### src/rtl/dvp_pattern_tx.sv
// dvp_pattern_tx: OV7670-style DVP source. Generates pclk/vsync/href and
// RGB565 byte data from built-in patterns or an external pixel read port.
module dvp_pattern_tx #(
  parameter int PCLK_DIV    = 2,
  parameter int H_ACTIVE    = 320,
  parameter int V_ACTIVE    = 240,
  parameter int H_BLANK     = 144,
  parameter int VSYNC_LINES = 3,
  parameter int V_BACK      = 17,
  parameter int V_FRONT     = 10
) (
  input  logic        sys_clk,
  input  logic        rst,
  input  logic        en,
  input  logic [1:0]  pattern_sel,
  input  logic [15:0] pix_data,
  output logic        pclk_cam,
  output logic        vsync_cam,
  output logic        href_cam,
  output logic [7:0]  wdata_cam,
  output logic        pix_req,
  output logic [9:0]  pix_x,
  output logic [9:0]  pix_y,
  output logic        busy,
  output logic        frame_done
);

  localparam int LINE    = 2*H_ACTIVE + H_BLANK;
  localparam int HW      = $clog2(LINE + 1);
  localparam int VM0     = (VSYNC_LINES > V_BACK) ? VSYNC_LINES : V_BACK;
  localparam int VM1     = (V_ACTIVE > V_FRONT) ? V_ACTIVE : V_FRONT;
  localparam int VMAX    = (VM0 > VM1) ? VM0 : VM1;
  localparam int VW      = (VMAX > 1) ? $clog2(VMAX) : 1;
  localparam int DW      = $clog2(PCLK_DIV);
  localparam int BAR_W   = H_ACTIVE / 8;
  localparam int BAR_DIV = (BAR_W == 0) ? 1 : BAR_W;

  localparam logic [HW-1:0] H_LAST   = HW'(LINE - 1);
  localparam logic [HW-1:0] H_HREF   = HW'(2*H_ACTIVE);
  localparam logic [DW-1:0] DIV_LAST = DW'(PCLK_DIV - 1);

  typedef enum logic [2:0] {IDLE, VSYNC, VBACK, ACTIVE, VFRONT} state_t;

  state_t          state, state_n;
  logic [HW-1:0]   hcnt, hcnt_n, x_n;
  logic [VW-1:0]   vcnt, vcnt_n, seg_last;
  logic [DW-1:0]   div_cnt;
  logic [1:0]      pat_q;
  logic [15:0]     pix_val, pix_hold;
  logic            frame_end, href_n, req_n;
  logic            tick, pclk_rise, pclk_fall;

  // Colour bar lookup; columns past the last full bar are black.
  function automatic logic [15:0] bar_color(input int unsigned x);
    logic [15:0] c;
    c = 16'h0000;
    if (x < unsigned'(8*BAR_W)) begin
      case (x / unsigned'(BAR_DIV))
        0:       c = 16'hFFFF;
        1:       c = 16'hFFE0;
        2:       c = 16'h07FF;
        3:       c = 16'h07E0;
        4:       c = 16'hF81F;
        5:       c = 16'hF800;
        6:       c = 16'h001F;
        default: c = 16'h0000;
      endcase
    end
    return c;
  endfunction

  assign tick      = (div_cnt == DIV_LAST);
  assign pclk_rise = tick && !pclk_cam;
  assign pclk_fall = tick && pclk_cam;

  // Next position at the coming pclk fall; counters only move on falls,
  // so the same values also predict the next pixel at the preceding rise.
  always_comb begin
    state_n   = state;
    hcnt_n    = hcnt;
    vcnt_n    = vcnt;
    frame_end = 1'b0;
    case (state)
      VSYNC:   seg_last = VW'(VSYNC_LINES - 1);
      VBACK:   seg_last = VW'(V_BACK - 1);
      ACTIVE:  seg_last = VW'(V_ACTIVE - 1);
      VFRONT:  seg_last = VW'(V_FRONT - 1);
      default: seg_last = '0;
    endcase
    if (state == IDLE) begin
      hcnt_n = '0;
      vcnt_n = '0;
      if (en) state_n = VSYNC;
    end else if (hcnt == H_LAST) begin
      hcnt_n = '0;
      if (vcnt == seg_last) begin
        vcnt_n = '0;
        case (state)
          VSYNC:   state_n = VBACK;
          VBACK:   state_n = ACTIVE;
          ACTIVE:  state_n = VFRONT;
          default: begin
            frame_end = 1'b1;
            state_n   = en ? VSYNC : IDLE;
          end
        endcase
      end else begin
        vcnt_n = vcnt + 1'b1;
      end
    end else begin
      hcnt_n = hcnt + 1'b1;
    end
  end

  // Pixel source for the pixel at the next position.
  always_comb begin
    x_n    = hcnt_n >> 1;
    href_n = (state_n == ACTIVE) && (hcnt_n < H_HREF);
    req_n  = href_n && !hcnt_n[0] && (pat_q == 2'd3);
    case (pat_q)
      2'd0:    pix_val = 16'hFFFF;
      2'd1:    pix_val = bar_color(32'(x_n));
      2'd2:    pix_val = 16'(x_n) + 16'(vcnt_n);
      default: pix_val = pix_data;
    endcase
  end

  // FSM state and frame counters, stepped on pclk falls.
  always_ff @(posedge sys_clk) begin
    if (rst) begin
      state <= IDLE;
      hcnt  <= '0;
      vcnt  <= '0;
    end else if (pclk_fall) begin
      state <= state_n;
      hcnt  <= hcnt_n;
      vcnt  <= vcnt_n;
    end
  end

  // Free-running pclk divider.
  always_ff @(posedge sys_clk) begin
    if (rst) begin
      div_cnt  <= '0;
      pclk_cam <= 1'b0;
    end else if (tick) begin
      div_cnt  <= '0;
      pclk_cam <= ~pclk_cam;
    end else begin
      div_cnt  <= div_cnt + 1'b1;
    end
  end

  // DVP outputs launched on pclk falls; external requests issued on rises.
  always_ff @(posedge sys_clk) begin
    if (rst) begin
      vsync_cam  <= 1'b0;
      href_cam   <= 1'b0;
      wdata_cam  <= '0;
      pix_req    <= 1'b0;
      pix_x      <= '0;
      pix_y      <= '0;
      busy       <= 1'b0;
      frame_done <= 1'b0;
      pat_q      <= '0;
      pix_hold   <= '0;
    end else begin
      pix_req    <= 1'b0;
      frame_done <= 1'b0;
      if (pclk_rise && req_n) begin
        pix_req <= 1'b1;
        pix_x   <= 10'(x_n);
        pix_y   <= 10'(vcnt_n);
      end
      if (pclk_fall) begin
        if (state_n == VSYNC && state != VSYNC) pat_q <= pattern_sel;
        vsync_cam  <= (state_n == VSYNC);
        href_cam   <= href_n;
        busy       <= (state_n != IDLE);
        frame_done <= frame_end;
        if (!href_n) begin
          wdata_cam <= '0;
        end else if (!hcnt_n[0]) begin
          wdata_cam <= pix_val[15:8];
          pix_hold  <= pix_val;
        end else begin
          wdata_cam <= pix_hold[7:0];
        end
      end
    end
  end

endmodule
### config.mk
export PLATFORM = sky130hd
export DESIGN_NAME = dvp_pattern_tx
export DESIGN_NICKNAME = d
export VERILOG_FILES = /design/src/rtl/dvp_pattern_tx.sv
export SDC_FILE = /design/constraint.sdc
export NUM_CORES = 1
export LEC_CHECK = 0
export BUFFER_PORTS_ARGS = -buffer_cell sky130_fd_sc_hd__buf_2
export CORE_MARGIN = 4
export CORE_UTILIZATION = 63
export CTS_CLUSTER_DIAMETER = 120
export DETAILED_ROUTE_END_ITERATION = 10
export PLACE_DENSITY_LB_ADDON = 0.1
export SETUP_SLACK_MARGIN = 0.15
export SYNTH_ARGS = -nofsm -noshare
export SYNTH_HDL_FRONTEND = slang
export SYNTH_SLANG_ARGS = --single-unit
### constraint.sdc
create_clock -name sys_clk -period 10.2 [get_ports sys_clk]
set_input_delay 1.02 -clock sys_clk [delete_from_list [all_inputs] [get_ports sys_clk]]
set_output_delay 1.02 -clock sys_clk [all_outputs]
set_load 0.05 [all_outputs]
# Yosys cells after proc, flatten, opt, wreduce, memory -nomap -nowiden
# Index checks and enable logic that the tools add are counted.
dict set report totals {
  register_bits 63
  inputBits 21
  output_inout_bits 34
  elab_cells 82
}
dict set report classes {
  add_sub_neg 4
  div 1
  order_cmp 2
  eq_ne 18
  n_mux 19
  bitwise_logic 5
  n_reduce_logical 18
}
# operator n
set op_table {}
lappend op_table {{$pmux W16 S7} 1}
lappend op_table {{$eq A32 B3 Y1 const B} 3}
lappend op_table {{$eq A32 B2 Y1 const B} 2}
lappend op_table {{$pmux W16 S3} 1}
lappend op_table {{$mux W8} 5}
lappend op_table {{$div A9 B6 Y32 const B} 1}
lappend op_table {{$eq A32 B1 Y1 const B} 1}
lappend op_table {{$logic_not A32 Y1} 1}
lappend op_table {{$pmux W8 S4} 1}
lappend op_table {{$mux W10} 2}
lappend op_table {{$mux W16} 1}
lappend op_table {{$mux W3} 4}
lappend op_table {{$add A10 B1 Y10 const B} 1}
lappend op_table {{$add A9 B8 Y10} 1}
lappend op_table {{$eq A10 B10 Y1 const B} 1}
lappend op_table {{$lt A10 B10 Y1 const B} 1}
lappend op_table {{$eq A3 B2 Y1 const B} 3}
lappend op_table {{$lt A9 B9 Y1 const B} 1}
lappend op_table {{$pmux W3 S3} 1}
lappend op_table {{$add A8 B1 Y8 const B} 1}
lappend op_table {{$eq A8 B8 Y1} 1}
lappend op_table {{$logic_and A1 B1 Y1} 7}
lappend op_table {{$eq A3 B1 Y1 const B} 2}
lappend op_table {{$not A1 Y1} 5}
lappend op_table {{15 further kinds} 19}

# Logic depth before layout (Yosys ltp)
# Gate-level depths: netlist of the first run.
dict set report logic_depth {
  ltp_word 12
  depth_mapped 18
  ltp_nobuf 17
}

# Worst setup path before layout of the first run
# OpenSTA, ideal clock, no wires.
dict set report synth_timing {
  path_kind {reg2reg}
  startpoint {reg state[1]}
  endpoint {reg wdata_cam[0]}
  setup_ns 0.117
  arrival_time_ns 3.439
  t_required_ns 10.083
  slack_ns 6.644
  path_stages_with_launch 18
  path_buffers 1
  synth_period_minus_slack_ns 3.556
  cell_sequence {dfxtp_1 > buf_4 > and2b_4 > nand2_1 > or3_4 > a21o_1 > o21ai_0 > nor2_1 > ha_1 > fa_1 > a21o_1 > a21oi_1 > nor2b_1 > o21ai_0 > a21oi_1 > xnor2_1 > o211ai_1 > a22o_1}
}
dict set report synth_via {
  elab_chain_len 10
  word_cells_on_any_way 34
  cone_classes {add/sub (1); div (1); order compare (2); eq/ne (12); mux (15); reduce/logical (3)}
}
# element line_no
set synth_rtl {}
lappend synth_rtl {{start: declaration} 44} ;# state_t state, state_n;
lappend synth_rtl {{start signal: assignment} 135} ;# state <= state_n;
lappend synth_rtl {{$eq A3 B3 Y1 (tied with other cells)} 83} ;# case (state)
lappend synth_rtl {{$pmux W8 S4} 83}
lappend synth_rtl {{$eq A8 B8 Y1} 96} ;# if (vcnt == seg_last) begin
lappend synth_rtl {{$mux W8} 96}
lappend synth_rtl {{$mux W8} 94} ;# end else if (hcnt == H_LAST) begin
lappend synth_rtl {{$mux W8 (*)} 90} ;# if (state == IDLE) begin
lappend synth_rtl {{named net vcnt_n[0]} 46} ;# logic [VW-1:0] vcnt, vcnt_n, seg_last;
lappend synth_rtl {{$add A9 B8 Y10 (*)} 123} ;# 2'd2: pix_val = 16'(x_n) + 16'(vcnt_n);
lappend synth_rtl {{$pmux W16 S3 (*)} 120} ;# case (pat_q)
lappend synth_rtl {{$mux W8 (*)} 183} ;# end else if (!hcnt_n[0]) begin
lappend synth_rtl {{$mux W8 (*)} 181} ;# if (!href_n) begin
lappend synth_rtl {{end signal: assignment} 184} ;# wdata_cam <= pix_val[15:8];
lappend synth_rtl {{end signal: assignment} 187} ;# wdata_cam <= pix_hold[7:0];
lappend synth_rtl {{end: declaration} 20} ;# output logic [7:0] wdata_cam,
# The timed path passes the listed nets; every way through them passes the cells marked *.
# A chain may end at the register's enable or synchronous reset.

# Worst setup path after layout of the first run
dict set report layout_timing {
  startpoint {reg state[2]}
  endpoint {reg pix_hold[6]}
}
dict set report layout_via {
  word_cells_on_any_way 34
  cone_classes {add/sub (1); div (1); order compare (2); eq/ne (12); mux (13); bitwise (1); reduce/logical (4)}
}
# element line_no
set layout_lines {}
lappend layout_lines {{$eq A3 B3 Y1 (tied with other cells)} 83}
lappend layout_lines {{$pmux W8 S4} 83}
lappend layout_lines {{$eq A8 B8 Y1} 96}
lappend layout_lines {{$mux W8} 96}
lappend layout_lines {{$mux W8} 94}
lappend layout_lines {{$mux W8 (*)} 90}
lappend layout_lines {{named net vcnt_n[0]} 46}
lappend layout_lines {{$add A9 B8 Y10 (*)} 123}
lappend layout_lines {{$pmux W16 S3 (*)} 120}
lappend layout_lines {{end signal: assignment} 185} ;# pix_hold <= pix_val;
lappend layout_lines {{end: declaration} 49} ;# logic [15:0] pix_val, pix_hold;
# Marks and branches as above.

==> results of run 1 <==
how the worst max path moves through the flow:
stage,from,to,depth (start not counted)
2_1_floorplan,state[1],wdata_cam[0],17
3_5_place_dp,state[2],pix_hold[6],16
4_1_cts,state[2],pix_hold[6],16
5_1_grt,state[0],wdata_cam[1],16
6_report,state[2],pix_hold[6],16
3_3_place_gp,state[2],wdata_cam[1],16
critical path: cells and delay by family, from the launching register on:
family / cells / cell delay [ns]
AOI/OAI and AO/OA: 7 / 1.68
xor gates and xnor gates: 1 / 0.13
adders and majority gates: 2 / 0.65
DFF: 1 / 0.43
and+or+nand+nor: 6 / 1.25
sequential cells by signal (all words and copies together), names as in the netlist:
register / flops
busy: 1
state: 3
vcnt: 8
pix_x: 9
pix_hold: 8
href_cam: 1
pat_q: 2
pix_req: 1
vsync_cam: 1
div_cnt: 1
pix_y: 8
pclk_cam: 1
frame_done: 1
wdata_cam: 8
hcnt: 10
power by group:
group / leakage, nW / internal (mW) / switching, mW
logic: 1.05 / 0.00809 / 0.0214
registers: 0.508 / 0.247 / 0.00206
clock network: 0.120 / 0.163 / 0.106
cells in the final DEF, fill, tap and decap left out, drive strengths merged, types with 6 or more instances in the layout:
master	instances
nand2	61
o21ai	35
a21oi	49
a211oi	7
dfxtp	63
o211ai	6
clkbuf	9
nor3	8
and3	6
nor2	55
ha	11
inv	12
xnor2	12
a31oi	11
nand3	15
buf	54
nor2b	9
nand2b	8
mux2i	24
final cells by class:
cell class                      count  area, um2  share of cell area
Multi-Input combinational cell    406       2560               0.572
Sequential cell                    63       1260               0.281
Timing Repair Buffer               54        278              0.0620
Clock buffer                        9        124              0.0276
Clock inverter                      7        120              0.0268
Tap cell                           75       93.8              0.0209
Inverter                           11       41.3             0.00921
kinds of logic (layout without fill, tap and decap cells):
group | Yosys count | after routing
simple gates | 199 | 199
compound gates | 151 | 151
flops | 63 | 63
buf+inv | 44 | 81
mux | 24 | 24
xor+xnor | 17 | 17
fa+ha+maj | 12 | 12
other cells | 1 | 3
layer usage:
layer / track usage / up-vias / wire (um)
met5: 0 / - / 0
li1: - / 1925 / -
met1: 0.421 / 1821 / 4960
met2: 0.437 / 196 / 4750
met3: 0.0753 / 22 / 986
met4: 0.0976 / 0 / 263
metrics by stage:
| step | area [um2] | worst slack, ns | power [mW] |
|---|---|---|---|
| 6_report | 4480 | 5.97 | 0.548 |
| 5_1_grt | 4480 | 5.55 | 0.565 |
| 4_1_cts | 4480 | 6.00 | 0.550 |
| 3_5_place_dp | 4240 | 6.03 | 0.284 |
| 3_3_place_gp | 4240 | 6.16 | 0.284 |
| 2_1_floorplan | 4030 | 6.64 | 0.276 |
==> key figures, run 1 <==
Run status
  – Status: finished, final reports clean

Place
  – Final HPWL DP: between 7000 and 8000 um
  – RePlAce Congestion: roughly 1.1
  – Placed Cells: 609
  – PortBufs: 51

GRT
  – First-pass GRT wire length: about 18000 um
  – Global Route Usage Sum: 0.296
  – Congestion Overflow GR: 0
  – Initial antenna violation count: 0
  – Vias in the first global route: between 3000 and 4000
  – Largest net degree at the start of global routing: between 50 and 60

Worst hold path
  – HP Start: href_cam
  – Min-Delay Path Class: register to register
  – Hold Crit Depth: 1
  – Worst Hold End: href_cam

STA
  – Final hold vios: 0
  – Worst-Margin Slew: 1.04 ns
  – Setup violators final: 0
  – Final hold slack: roughly 0.45 ns
  – Tcrit/Tclk final: 0.415
  – RSZ-0062 raised after global routing: false
  – Setup TNS: 0 ns
  – Rel. slew slack: 0.302
  – Final min period: approximately 4.2 ns
  – Slew Viols, Final: 0
  – FMAX: 236 MHz
  – Layout Skew: 0.00919 ns

Synth
  – Synthesized netlist cell count: 511
  – Compound-cell area share of the yosys netlist: 0.245
  – Cell taking the most area after synthesis: dfxtp_1
  – Yosys top cell area share: 0.314
  – Most frequent cell after synthesis: dfxtp_1
  – Synth top area cells: dfxtp_1, a21oi_1, mux2i_1
  – Cell Area, Synth: 4020 um2
  – Post-synth EDFFs: 0
  – Synth warn: 0
  – Netlist cell types: between 70 and 80
  – Synth Area in Simple Gates: 0.251
  – Async SR Flop Fraction: 0
  – Adder-Cell Fraction of Synth Area: 0.0392
  – Syn Area/Cell: just under 8 um2
  – Synth top cells by count: dfxtp_1, nand2_1, nor2_1
  – Main synth FF type: dfxtp_1
  – Mux cell area share after synthesis: 0.0598
  – Register area share after synthesis: 0.314
  – Yosys reg bits: 63
  – Largest family of logic cells by synthesized area: simple AND/OR/NAND/NOR gates
  – Xor and xnor area share after synthesis: 0.0370

CTS
  – Hold Buf Count CTS: 0
  – CTS H-Tree Depth: 3
  – Post_cts resized: 0
  – Clock Latency Late Sink: about 0.35 ns
  – Postcts setup bufs: 0
  – CTS buffer count: 9
  – Root Buffer: clkbuf_8
  – # clock sinks: 63
  – CTS tree: done
  – Clk buf depth: 2
  – CTS clk-pin slew, worst paths: roughly 0.08 ns

Critical path
  – CP peak stage delay: 0.50 ns
  – Setup crit start kind: register
  – Crit path kind: register to register
  – Critical Path, Cell by Cell: and2b_4, nand2_1, or3_4, a21o_1, o21ai_0, nor2_1, ha_1, fa_1, a21o_1, a21oi_1, nor2b_1, o21ai_0, nor2b_1, xnor2_1, o211ai_1, a21oi_1
  – Max FO, Critical Path: 14
  – Critical Path AT: approximately 4.5 ns
  – R2R depth: 16
  – Reg2reg setup slack: roughly 6 ns
  – RR Startpoint: state[2]
  – CP endpoint kind: register
  – Reg2reg end: pix_hold[6]
  – CP Data Required Time: 10.46 ns
  – Slowest cell on crit path: o21ai_0

Cells and area
  – # nets final: between 500 and 600
  – Antenna Diode Count: 0
  – Number of filler cells placed in the layout: 480
  – Layout Cells excl Fill: approximately 630
  – Layout area overhead: 11.5%
  – Share of cells above drive strength 1: 0.165
  – Post-route core utilization: 0.739

Job
  – Max Cap Viol: 0

Drt
  – Vias post-DR: a little under 4000
  – Drt total wl: about 11000 um
  – Vias per inst: approximately 6.3
  – Antenna Nets Post-Route: 0
  – DRT iter0 DRCs: around 330
  – Drt first pass iters: 5
  – DRC errors left: 0
  – Routed len/inst: approximately 18 um

Die
  – Height of the die: 87.9 um
  – Horiz. Die Dim: 87.9 um
  – Row cnt: 28
  – Top-Level Pins: 55
  – Core footprint: a little over 6000 um2
  – Starting density of the core: 0.663
  – Area of the die: about 7700 um2

Power and ir drop
  – Peak supply drop: approximately 110 uV
  – Pwr dens: 122 nW/um2
  – Leakage power: between 1.5 and 2 nW
No activity file was read; power rests on OpenSTA's default activity.
==> run 2: changes to the inputs <==
--- a/config.mk
+++ b/config.mk
@@ -5,9 +5,10 @@
 export SDC_FILE = /design/constraint.sdc
 export NUM_CORES = 1
 export LEC_CHECK = 0
+export ABC_AREA = 1
 export BUFFER_PORTS_ARGS = -buffer_cell sky130_fd_sc_hd__buf_2
 export CORE_MARGIN = 4
-export CORE_UTILIZATION = 63
+export CORE_UTILIZATION = 52
 export CTS_CLUSTER_DIAMETER = 120
 export DETAILED_ROUTE_END_ITERATION = 10
 export PLACE_DENSITY_LB_ADDON = 0.1
==> constraint.sdc (replaced) <==
create_clock -name sys_clk -period 3.5 [get_ports sys_clk]
set_input_delay 0.35 -clock sys_clk [delete_from_list [all_inputs] [get_ports sys_clk]]
set_output_delay 0.35 -clock sys_clk [all_outputs]
set_load 0.05 [all_outputs]
==> run 2 against run 1 <==
Clock skew grew 0.0049 ns. Clock power grew 140%. Worst hold slack lost 0.15 ns. Clock-buffer cell count is the same. Non-clock buffer count grew 27.
==> key figures, run 2 <==
Synth
  – Cell taking the most area after synthesis: dfxtp_1 (unchanged)
  – Synth top area cells: dfxtp_1, nand2_1, inv_1 (was dfxtp_1, a21oi_1, mux2i_1)
  – Post-synth EDFFs: 0 (unchanged)
  – Synthesized netlist cell count: 572 (was 511)
  – Cell Area, Synth: 3890 um2 (was 4020 um2)
  – Yosys reg bits: 63 (unchanged)
  – Yosys top cell area share: 0.324 (was 0.314)
  – Most frequent cell after synthesis: nand2_1 (was dfxtp_1)
  – Synth warn: 0 (unchanged)
  – Register area share after synthesis: 0.324 (was 0.314)
  – Main synth FF type: dfxtp_1 (unchanged)
  – Syn Area/Cell: 6.81 um2 (was 7.87 um2)
  – Netlist cell types: 46 (was 72)
  – Synth top cells by count: nand2_1, inv_1, dfxtp_1 (was dfxtp_1, nand2_1, nor2_1)
  – Async SR Flop Fraction: 0 (unchanged)

Drt
  – Antenna Nets Post-Route: 0 (unchanged)
  – DRT iter0 DRCs: 273 (was 326)
  – Routed len/inst: 15.3 um (was 17.5 um)
  – Drt first pass iters: 5 (unchanged)
  – Drt total wl: 11500 um (was 11000 um)
  – Vias post-DR: 4136 (was 3964)
  – DRC errors left: 0 (unchanged)
  – Vias per inst: 5.51 (was 6.34)

Cells and area
  – Top flop regs: hcnt (10), pix_x (9) (unchanged)
  – Leading cell type in the layout, fill and taps excluded: nand2_1 (was dfxtp_1)
  – Most frequent cells in the layout: nand2_1, dfxtp_1, inv_1, buf_2, nor2_1 (was dfxtp_1, nand2_1, nor2_1, buf_2, a21oi_1)
  – Largest register FFs: 10 (unchanged)
  – # nets final: 679 (was 578)
  – Antenna Diode Count: 0 (unchanged)
  – Layout area overhead: 24.0% (was 11.5%)
  – Number of filler cells placed in the layout: 671 (was 480)
  – Largest Register: hcnt (unchanged)
  – Share of cells above drive strength 1: 0.304 (was 0.165)

Job
  – Max Cap Viol: 0 (unchanged)

Critical path
  – Buf/Inv on CP: 1 (was 0)
  – CP peak stage delay: 0.41 ns (was 0.50 ns)
  – Critical path's top delay family: compound AO/OA/AOI/OAI gates (unchanged)
  – Critical Path AT: 3.49 ns (was 4.49 ns)
  – Max FO, Critical Path: 5 (was 14)
  – CP Data Required Time: 3.79 ns (was 10.46 ns)
  – Reg2reg setup slack: 0.30 ns (was 5.97 ns)
  – RR Startpoint: state[1] (was state[2])
  – R2R depth: 20 (was 16)
  – Setup crit start kind: register (unchanged)
  – Critical Path, Cell by Cell: nand2_2, nor2_4, o22ai_2, a221oi_4, nand3_4, nand3_2, inv_2, ha_4, fa_2, nand3_2, nand2_2, a21oi_2, o21ai_2, and2_4, o21ai_2, nand2_1, xor2_1, o211ai_1, nand2_1, a31oi_1 (was and2b_4, nand2_1, or3_4, a21o_1, o21ai_0, nor2_1, ha_1, fa_1, a21o_1, a21oi_1, nor2b_1, o21ai_0, nor2b_1, xnor2_1, o211ai_1, a21oi_1)
  – Reg2reg end: wdata_cam[0] (was pix_hold[6])
  – Crit path kind: register to register (unchanged)
  – Slowest cell on crit path: dfxtp_2 (was o21ai_0)
  – CP endpoint kind: register (unchanged)

STA
  – Tcrit/Tclk final: 0.914 (was 0.415)
  – Setup TNS: 0 ns (unchanged)
  – RSZ-0062 raised after global routing: true (was false)
  – Worst-Margin Slew: 0.863 ns (was 1.04 ns)
  – FMAX: 313 MHz (was 236 MHz)
  – Slew Viols, Final: 0 (unchanged)
  – Layout Skew: 0.0140 ns (was 0.00919 ns)
  – Rel. slew slack: 0.423 (was 0.302)
  – Final hold vios: 0 (unchanged)
  – Min setup slack post-route: 0.302 ns (was 5.97 ns)
  – Setup violators final: 0 (unchanged)
  – Final hold slack: 0.303 ns (was 0.450 ns)
  – Final min period: 3.20 ns (was 4.23 ns)

CTS
  – CTS clk-pin slew, worst paths: 0.08 ns (about the same)
  – CTS buffer count: 9 (unchanged)
  – Root Buffer: clkbuf_8 (unchanged)
  – Clock Latency Late Sink: 0.36 ns (was 0.35 ns)
  – CTS H-Tree Depth: 3 (unchanged)
  – CTS tree: done (unchanged)
  – # clock sinks: 63 (unchanged)
  – Clk buf depth: 2 (unchanged)

GRT
  – Congestion Overflow GR: 0 (unchanged)
  – Vias in the first global route: 3764 (was 3584)
  – First-pass GRT wire length: 18000 um (was 17700 um)
  – Global Route Usage Sum: 0.256 (was 0.296)
  – Initial antenna violation count: 0 (unchanged)
  – Largest net degree at the start of global routing: 26 (was 56)

Power and ir drop
  – Peak supply drop: 193 uV (was 109 uV)
  – Pwr dens: 307 nW/um2 (was 122 nW/um2)
  – Leakage power: 2.19 nW (was 1.68 nW)

Place
  – DP Worst Slack: 0.0504 ns (was 6.03 ns)
  – RePlAce Congestion: 0.944 (was 1.08)
  – Final HPWL DP: 8320 um (was 7800 um)
  – PortBufs: 51 (unchanged)

Worst hold path
  – Min-Delay Path Class: primary input to register (was register to register)
  – HP Start: pattern_sel[0] (was href_cam)
  – Hold Crit Depth: 3 (was 1)
  – Worst Hold End: pat_q[0] (was href_cam)

Die
  – Row cnt: 31 (was 28)
  – Horiz. Die Dim: 94.5 um (was 87.9 um)
  – Area of the die: 8940 um2 (was 7720 um2)
  – Height of the die: 94.5 um (was 87.9 um)
  – Core footprint: 7250 um2 (was 6060 um2)
  – Top-Level Pins: 55 (unchanged)
  – Starting density of the core: 0.537 (was 0.663)

Run status
  – Status: finished, final reports clean (unchanged)
run 2: cell types whose count changed after synthesis, moves of 12 or more:
cell     change
nand4_1     +13
inv_2       +12
o22ai_1     +16
inv_1       +55
mux2i_1     -24
nand2_1     +74
nand3_1     +28
run 2: cell families (layout without fill, tap and decap cells):
group / Yosys count / count (layout) / synth area share
adders and majority gates: 12 / 12 / 0.0405
AOI/OAI and AO/OA: 101 / 101 / 0.149
xor gates and xnor gates: 8 / 8 / 0.0180
and+or+nand+nor: 288 / 288 / 0.364
other: 1 / 3 / 0.000963
buffers and inverters: 99 / 176 / 0.104
DFF: 63 / 63 / 0.324
run 2: final cells by class:
class,instances,area [um2],share of cell area
tap,99,124,0.0256
inverter,79,307,0.0635
multi-input combinational,412,2450,0.508
timing repair buffer,81,480,0.0995
clock inverter,7,72.6,0.0150
sequential,63,1270,0.263
clock buffer,9,124,0.0256
run 2: how the worst max path moves through the flow:
stage | start | to | depth (start not counted)
after detailed placement | hcnt[1] | wdata_cam[0] | 22
after floorplan | hcnt[0] | wdata_cam[0] | 17
final | state[1] | wdata_cam[0] | 20
after CTS | state[1] | wdata_cam[0] | 20
after global routing | hcnt[0] | wdata_cam[1] | 25
after global placement | vcnt[0] | wdata_cam[0] | 20
run 2: report_power, final:
group / leakage, nW / internal, mW / switching (mW)
Combinational: 1.59 / 0.0320 / 0.0857
Clock: 0.0956 / 0.329 / 0.312
Sequential: 0.511 / 0.721 / 0.00489
Total: 2.19 / 1.08 / 0.403
run 2: routing by layer:
layer  track usage  vias to the layer above  wire length (um)
met5             0                        -                 0
met2         0.408                      160              5200
met1         0.350                     1897              5190
met4        0.0781                        0               241
li1              -                     2050                 -
met3        0.0502                       29               814
run 2: through the flow:
| step | total power [mW] | utilization | std cells | instance area [um2] |
|---|---|---|---|---|
| 2_1_floorplan | 0.822 | - | 574 | 3900 |
| 3_3_place_gp | 0.851 | 0.589 | 716 | 4270 |
| 3_5_place_dp | 0.852 | 0.589 | 716 | 4270 |
| 4_1_cts | 1.49 | 0.624 | 736 | 4530 |
| 5_1_grt | 1.54 | 0.666 | 750 | 4830 |
| 6_report | 1.49 | 0.666 | 750 | 4830 |
run 2: what timing repair did:
action / 4_1_cts / 5_1_grt
endpoints found under the hold margin: 0 / 0
gates resized for setup: 8 / 56
hold buffers: 0 / 0
setup buffers: 4 / 14
setup endpoints to repair: 2 / 4
pin swaps: 1 / 26
run 2: worst register-to-register path, stage by stage (launching register included):
cell	delay (ns)
dfxtp_2	0.41
nand2_2	0.10
nor2_4	0.13
o22ai_2	0.10
a221oi_4	0.26
nand3_4	0.13
nand3_2	0.11
inv_2	0.06
ha_4	0.17
fa_2	0.40
nand3_2	0.07
nand2_2	0.06
a21oi_2	0.16
o21ai_2	0.08
and2_4	0.14
o21ai_2	0.12
nand2_1	0.07
xor2_1	0.14
o211ai_1	0.19
nand2_1	0.07
a31oi_1	0.15
